--- config.mk ---
export PLATFORM = sky130hd
export DESIGN_NAME = d_interp
export DESIGN_NICKNAME = d
export VERILOG_FILES = /design/src/rtl/d_interp.sv
export SDC_FILE = /design/constraint.sdc
export NUM_CORES = 1
export LEC_CHECK = 0
export BUFFER_PORTS_ARGS = -buffer_cell sky130_fd_sc_hd__buf_4
export CORE_AREA = 3 3 136 191
export CTS_CLUSTER_DIAMETER = 100
export CTS_CLUSTER_SIZE = 8
export DETAILED_ROUTE_END_ITERATION = 8
export DIE_AREA = 0 0 139 194
export PLACE_DENSITY = 0.84
export SKIP_LAST_GASP = 1
export SYNTH_ARGS = -nofsm -noshare
export SYNTH_HDL_FRONTEND = slang
export SYNTH_SLANG_ARGS = --single-unit
--- constraint.sdc ---
create_clock -name pulse_clk -period 19.5 [get_ports pulse_clk]
set_clock_uncertainty 0.15 [all_clocks]
set_input_delay 0.975 -clock pulse_clk [delete_from_list [all_inputs] [get_ports pulse_clk]]
set_output_delay 0.975 -clock pulse_clk [all_outputs]
set_load 0.005 [all_outputs]
--- src/rtl/d_interp.sv ---
// -----------------------------------------------------------------------------
// d_interp -- point-by-point comparison interpolator (line / circular arc)
//
// Generates unit step pulses on X+/X-/Y+/Y- that walk the tool from its
// current point to a programmed end point, one step every STEP_DIV cycles.
//
// Build option:
//   D_INTERP_ABORT_EN  adds the 'abort' input; abort during STEP or GAP ends
//                      the move early (draw_overH + err, position held).
//
// Ports:
//   pulse_clk          clock
//   sys_rst_l          asynchronous active-low reset
//   start              command strobe, honoured only when idle
//   mode[1:0]          00 line, 01 arc CW, 10 arc CCW, 11 reserved (error)
//   Xs, Ys             arc start point relative to centre (unused for lines)
//   Xe, Ye             end point (line: from start, arc: from centre)
//   abort              (D_INTERP_ABORT_EN only) cancel the running move
//   X_acc/X_dec        x+ / x- step pulse
//   Y_acc/Y_dec        y+ / y- step pulse
//   busy               high from INIT through OVER
//   draw_overH         one-cycle completion pulse
//   err                one-cycle failure flag, coincident with draw_overH
//   pos_x, pos_y       current position (line: from origin, arc: from centre)
//
// state | meaning
// ------+-------------------------------------------------------------
// IDLE  | waiting for start; command words captured on the start edge
// INIT  | load position/accumulators, reject empty or invalid moves
// STEP  | emit one pulse, advance position and accumulator
// GAP   | pulse spacing timer (STEP_DIV-1 cycles), then finish test
// OVER  | draw_overH (and err on failure) for one cycle
// -----------------------------------------------------------------------------
module d_interp #(
  parameter int W         = 16,
  parameter int STEP_DIV  = 2,
  parameter int MAX_STEPS = 65535
) (
  input  logic         pulse_clk,
  input  logic         sys_rst_l,
  input  logic         start,
  input  logic [1:0]   mode,
  input  logic [W-1:0] Xs,
  input  logic [W-1:0] Ys,
  input  logic [W-1:0] Xe,
  input  logic [W-1:0] Ye,
`ifdef D_INTERP_ABORT_EN
  input  logic         abort,
`endif
  output logic         X_acc,
  output logic         X_dec,
  output logic         Y_acc,
  output logic         Y_dec,
  output logic         busy,
  output logic         draw_overH,
  output logic         err,
  output logic [W-1:0] pos_x,
  output logic [W-1:0] pos_y
);

  localparam logic [2:0] S_IDLE = 3'd0;
  localparam logic [2:0] S_INIT = 3'd1;
  localparam logic [2:0] S_STEP = 3'd2;
  localparam logic [2:0] S_GAP  = 3'd3;
  localparam logic [2:0] S_OVER = 3'd4;

  localparam logic [1:0] MODE_LINE = 2'b00;
  localparam logic [1:0] MODE_CCW  = 2'b10;
  localparam logic [1:0] MODE_RSVD = 2'b11;

  localparam int EW  = W + 2;
  localparam int FW  = 2 * W + 2;
  localparam int SCW = $clog2(MAX_STEPS + 1);
  // one down-counter serves both as line step count and arc step budget
  localparam int CW  = (SCW > W + 1) ? SCW : W + 1;
  localparam int GW  = (STEP_DIV > 2) ? $clog2(STEP_DIV - 1) : 1;

  localparam logic [GW-1:0] GAP_LOAD  = GW'(STEP_DIV - 2);
  localparam logic [CW-1:0] ARC_LIMIT = CW'(MAX_STEPS);

  function automatic logic [W:0] abs_w(input logic [W-1:0] v);
    logic signed [W:0] e;
    e = $signed({v[W-1], v});
    return e[W] ? $unsigned(-e) : $unsigned(e);
  endfunction

  logic [2:0]           state;
  logic [1:0]           mode_q;
  logic [W-1:0]         xs_q, ys_q, xe_q, ye_q;
  logic [W:0]           axe_q, aye_q;
  logic signed [EW-1:0] e_acc;
  logic signed [FW-1:0] f_acc;
  logic [CW-1:0]        cnt;
  logic [GW-1:0]        gap_cnt;

  logic abort_req;
`ifdef D_INTERP_ABORT_EN
  assign abort_req = abort;
`else
  assign abort_req = 1'b0;
`endif

  logic signed [W-1:0]  cx, cy;
  logic signed [FW-1:0] x_ext, y_ext, f_delta;
  logic [W+1:0]         line_len;
  logic                 step_x, step_up, f_neg, arrive;

  assign cx       = $signed(pos_x);
  assign cy       = $signed(pos_y);
  assign x_ext    = FW'(cx);
  assign y_ext    = FW'(cy);
  assign f_neg    = f_acc[FW-1];
  assign line_len = {1'b0, axe_q} + {1'b0, aye_q};
  assign arrive   = (pos_x == xe_q) && (pos_y == ye_q);

  // step_x selects the axis, step_up the direction of the next pulse
  always_comb begin
    step_x  = 1'b0;
    step_up = 1'b0;
    if (mode_q == MODE_LINE) begin
      if (!e_acc[EW-1] && (axe_q != '0)) begin
        step_x  = 1'b1;
        step_up = ~xe_q[W-1];
      end else begin
        step_x  = 1'b0;
        step_up = ~ye_q[W-1];
      end
    end else if (mode_q == MODE_CCW) begin
      if (cx > 0 && cy >= 0) begin
        step_x  = ~f_neg;
        step_up = f_neg;
      end else if (cx <= 0 && cy > 0) begin
        step_x  = f_neg;
        step_up = 1'b0;
      end else if (cx < 0 && cy <= 0) begin
        step_x  = ~f_neg;
        step_up = ~f_neg;
      end else begin
        step_x  = f_neg;
        step_up = 1'b1;
      end
    end else begin
      if (cx >= 0 && cy > 0) begin
        step_x  = f_neg;
        step_up = f_neg;
      end else if (cx > 0 && cy <= 0) begin
        step_x  = ~f_neg;
        step_up = 1'b0;
      end else if (cx <= 0 && cy < 0) begin
        step_x  = f_neg;
        step_up = ~f_neg;
      end else begin
        step_x  = ~f_neg;
        step_up = 1'b1;
      end
    end
  end

  // F tracks x^2 + y^2 - r^2 incrementally from the pre-step coordinate
  always_comb begin
    f_delta = '0;
    if (step_x)
      f_delta = step_up ? (x_ext <<< 1) + FW'(1) : FW'(1) - (x_ext <<< 1);
    else
      f_delta = step_up ? (y_ext <<< 1) + FW'(1) : FW'(1) - (y_ext <<< 1);
  end

  always_ff @(posedge pulse_clk or negedge sys_rst_l) begin
    if (!sys_rst_l) begin
      state      <= S_IDLE;
      mode_q     <= '0;
      xs_q       <= '0;
      ys_q       <= '0;
      xe_q       <= '0;
      ye_q       <= '0;
      axe_q      <= '0;
      aye_q      <= '0;
      e_acc      <= '0;
      f_acc      <= '0;
      cnt        <= '0;
      gap_cnt    <= '0;
      X_acc      <= 1'b0;
      X_dec      <= 1'b0;
      Y_acc      <= 1'b0;
      Y_dec      <= 1'b0;
      busy       <= 1'b0;
      draw_overH <= 1'b0;
      err        <= 1'b0;
      pos_x      <= '0;
      pos_y      <= '0;
    end else begin
      X_acc      <= 1'b0;
      X_dec      <= 1'b0;
      Y_acc      <= 1'b0;
      Y_dec      <= 1'b0;
      draw_overH <= 1'b0;
      err        <= 1'b0;

      case (state)
        S_IDLE: begin
          if (start) begin
            // captured on the start edge so the decoder may move on
            mode_q <= mode;
            xs_q   <= Xs;
            ys_q   <= Ys;
            xe_q   <= Xe;
            ye_q   <= Ye;
            axe_q  <= abs_w(Xe);
            aye_q  <= abs_w(Ye);
            busy   <= 1'b1;
            state  <= S_INIT;
          end
        end

        S_INIT: begin
          e_acc   <= '0;
          f_acc   <= '0;
          gap_cnt <= '0;
          if (mode_q == MODE_LINE) begin
            pos_x <= '0;
            pos_y <= '0;
            cnt   <= CW'(line_len);
            if (line_len == '0) begin
              draw_overH <= 1'b1;
              state      <= S_OVER;
            end else begin
              state <= S_STEP;
            end
          end else if (mode_q == MODE_RSVD) begin
            draw_overH <= 1'b1;
            err        <= 1'b1;
            state      <= S_OVER;
          end else begin
            pos_x <= xs_q;
            pos_y <= ys_q;
            cnt   <= ARC_LIMIT;
            if (xs_q == '0 && ys_q == '0) begin
              draw_overH <= 1'b1;
              err        <= 1'b1;
              state      <= S_OVER;
            end else if (xs_q == xe_q && ys_q == ye_q) begin
              draw_overH <= 1'b1;
              state      <= S_OVER;
            end else begin
              state <= S_STEP;
            end
          end
        end

        S_STEP: begin
          if (abort_req) begin
            draw_overH <= 1'b1;
            err        <= 1'b1;
            state      <= S_OVER;
          end else begin
            X_acc <= step_x & step_up;
            X_dec <= step_x & ~step_up;
            Y_acc <= ~step_x & step_up;
            Y_dec <= ~step_x & ~step_up;
            if (step_x)
              pos_x <= step_up ? pos_x + W'(1) : pos_x - W'(1);
            else
              pos_y <= step_up ? pos_y + W'(1) : pos_y - W'(1);
            if (mode_q == MODE_LINE)
              e_acc <= step_x ? e_acc - $signed({1'b0, aye_q})
                              : e_acc + $signed({1'b0, axe_q});
            else
              f_acc <= f_acc + f_delta;
            cnt     <= cnt - CW'(1);
            gap_cnt <= GAP_LOAD;
            state   <= S_GAP;
          end
        end

        S_GAP: begin
          if (abort_req) begin
            draw_overH <= 1'b1;
            err        <= 1'b1;
            state      <= S_OVER;
          end else if (gap_cnt != '0) begin
            gap_cnt <= gap_cnt - GW'(1);
          end else if (mode_q == MODE_LINE) begin
            if (cnt == '0) begin
              draw_overH <= 1'b1;
              state      <= S_OVER;
            end else begin
              state <= S_STEP;
            end
          end else if (arrive) begin
            draw_overH <= 1'b1;
            state      <= S_OVER;
          end else if (cnt == '0) begin
            // step budget exhausted without reaching the end point
            draw_overH <= 1'b1;
            err        <= 1'b1;
            state      <= S_OVER;
          end else begin
            state <= S_STEP;
          end
        end

        S_OVER: begin
          busy  <= 1'b0;
          state <= S_IDLE;
        end

        default: begin
          busy  <= 1'b0;
          state <= S_IDLE;
        end
      endcase
    end
  end

endmodule

==> flow_metrics.tcl <==
set metrics [dict create \
    status "complete, no violations" \
    fill_cells 1889 \
    timing.rr.end "f_acc[32]$_DFFE_PN0P_" \
    seq_area_frac_synth 0.333 \
    multi_input_area_um2 10000 \
    dieWidth_um 139 \
    diodes 0 \
    antenna_found_initial 0 \
    portBuffers 107 \
    ctsHoldBuffers 0 \
    final_area_um2 17500 \
    critPathKind "reg -> reg" \
    dieArea_um2 27000 \
    nets 2073 \
    ys.flop_type "dfrtp_1" \
    async_flop_share 1.00 \
    yosysMostFrequentCell "dfrtp_1" \
    pre_cts_ws_ns 11.83 \
    setup_viol_count_final 0 \
    post-route-period-util 0.401 \
    grt_pass1_vias 13900 \
    crit_path_start_kind "register" \
    worstMarginPinSlew_ns 1.05 \
    grt_max_degree 92 \
    max_freq_ghz 0.128 \
    synthTopCellsByCount "209 x dfrtp_1, 172 x nor2_1, 143 x o21ai_0" \
    drt_pre_antenna_iters 6 \
    num_vias 14300 \
    drive_above_1_share 0.132 \
    netlist_area_um2 15700 \
    synth_area_leader_cell "dfrtp_1" \
    cts_buffers 30 \
    die-height_um 194 \
    slew_headroom 0.300 \
    yosys_warnings 0 \
    synth.top_cell.area_share 0.333 \
    path_max_fanout 55 \
    dpl_cell_area_um2 16800 \
    syn_inst 1815 \
    via_per_inst 6.48 \
    io_pins 108 \
    area_growth_pct 11.6 \
    hp-class "in -> async" \
    clk_pin_slew_ns 0.06 \
    register_area_um2 5230 \
    cts_setup_buffers 0 \
    dp_hpwl_um 34000 \
    rsz0062_at_grt "false" \
    grt_pass1_wl_um 73400 \
    drc 0 \
    synth_seq_cells 209 \
    cts_buffer_depth 3 \
    cts_root_buf "clkbuf_16" \
    start_util 0.642 \
    final_antenna_net_count 0 \
    cts_resized 0 \
    rows 68 \
    wl_per_cell_um 20.8 \
    synth_edf_count 0 \
    cts_tree "done" \
    r2r_cells 26 \
    avgSynthCellArea_um2 8.66 \
    wl_um 46000 \
    synth_fp_nets 1996 \
    r2r_start "pos_y[7]$_DFFE_PN0P_" \
    core_region_area_um2 24500 \
    critPathCapture "f_acc[32]$_DFFE_PN0P_" \
    cp.required_ns 19.81 \
    hold_viol 0 \
    r2r_setup_slack_ns 11.67 \
    gp_congestion 1.00 \
    synth_area_leaders "dfrtp_1 33%, ha_1 8.5%, xnor2_1 6.8%" \
    slew_viol_final 0 \
    htreeDepth 1 \
    fin_tns_setup_ns 0 \
    insertion_delay_ns 0.57 \
    critPathArrivalTime_ns 8.13 \
    overflow 0 \
    setup_slack_ns 11.67 \
    cts.sinks 209 \
    ys_types 83 \
    drv_cap 0 \
    grt_usage 0.335 \
    critPathLaunch "pos_y[7]$_DFFE_PN0P_" \
    first_iter_violations 1275 \
    final.min_clock_period_ns 7.83 \
    critPathCaptureType "register" \
]
## metal layers
layer  up-vias  wire length [µm]  global-route usage
met1      6842             18000               0.411
met2       574             22600               0.576
met4         0              2740               0.172
met5         -                 0                   0
li1       6725                 -                   -
met3       167              2730              0.0459
## metrics by stage
step	util	hold WS, ns	instances
floorplan	-	0.306	1815
global placement	0.684	0.322	2175
detailed placement	0.684	0.341	2175
CTS	0.716	0.325	2208
global route	0.716	0.356	2208
finish	0.716	0.293	2208
## critical path, stage by stage (launching register included)
cell and delay [ns]:
dfrtp_1 0.50, or4_1 0.63, or4_1 0.45, or3_1 0.33, or3_1 0.36, ha_1 0.30
nor2_1 0.14, ha_1 0.19, nand2_1 0.06, a31oi_1 0.16, mux2i_1 0.13, mux2i_4 0.48
buf_4 0.58, o31ai_1 0.22, xnor2_1 0.19, nor2_1 0.06, a21oi_1 0.21, ha_1 0.31
and3_1 0.20, a221oi_1 0.29, o21ai_0 0.19, a31o_2 0.28, a41oi_1 0.31, o21ai_0 0.22
o41ai_1 0.43, nor4b_1 0.10, a211o_1 0.23
## final cells by class
type	instances	share of cell area
clock buffers	31	0.0430
clock inverters	2	0.00221
inverters	51	0.0109
multi-input cells	1478	0.571
flip-flops and latches	209	0.298
well taps	315	0.0225
repair buffers	122	0.0526
## cell usage in the layout (no fill, tap or decap), drive strengths merged, types with 21 or more instances in the layout
cell,n
buf,121
dfrtp,209
inv,51
nand4,28
nor3,55
a21o,26
xnor2,122
ha,107
clkbuf,32
xor2,77
nor4,21
nand2,135
nor2,172
o21ai,146
nand3,79
a21oi,138
a31oi,31
mux2,70
or3,23
## how the worst min path moves through the flow
stage,start,slack [ns],cells after the start,endpoint
floorplan,f_acc[24]$_DFFE_PN0P_,0.31,2,f_acc[24]$_DFFE_PN0P_
global route,sys_rst_l,0.36,1,e_acc[1]$_DFFE_PN0P_
finish,sys_rst_l,0.29,1,e_acc[1]$_DFFE_PN0P_
detailed placement,f_acc[24]$_DFFE_PN0P_,0.34,2,f_acc[24]$_DFFE_PN0P_
global placement,f_acc[27]$_DFFE_PN0P_,0.32,2,f_acc[27]$_DFFE_PN0P_
CTS,sys_rst_l,0.32,1,e_acc[1]$_DFFE_PN0P_
## logic make-up after synthesis
family	after synthesis	synth area share
compound gates	479	0.188
flops	209	0.333
simple gates	604	0.186
xor+xnor	199	0.111
fa+ha+maj	112	0.0915
mux	84	0.0590
buf+inv	128	0.0317
## registers in the layout, indices dropped and copies added, names as in the netlist
register / count
xe_q: 16
e_acc: 18
axe_q: 16
X_dec: 1
ys_q: 16
Y_dec: 1
pos_x: 16
state: 3
cnt: 17
ye_q: 16
aye_q: 16
X_acc: 1
xs_q: 16
pos_y: 16
err: 1
Y_acc: 1
f_acc: 34
mode_q: 2
busy: 1
draw_overH: 1
Power is not shown: default switching activity piles up to over one toggle a cycle in this logic, so the estimate is an artifact.
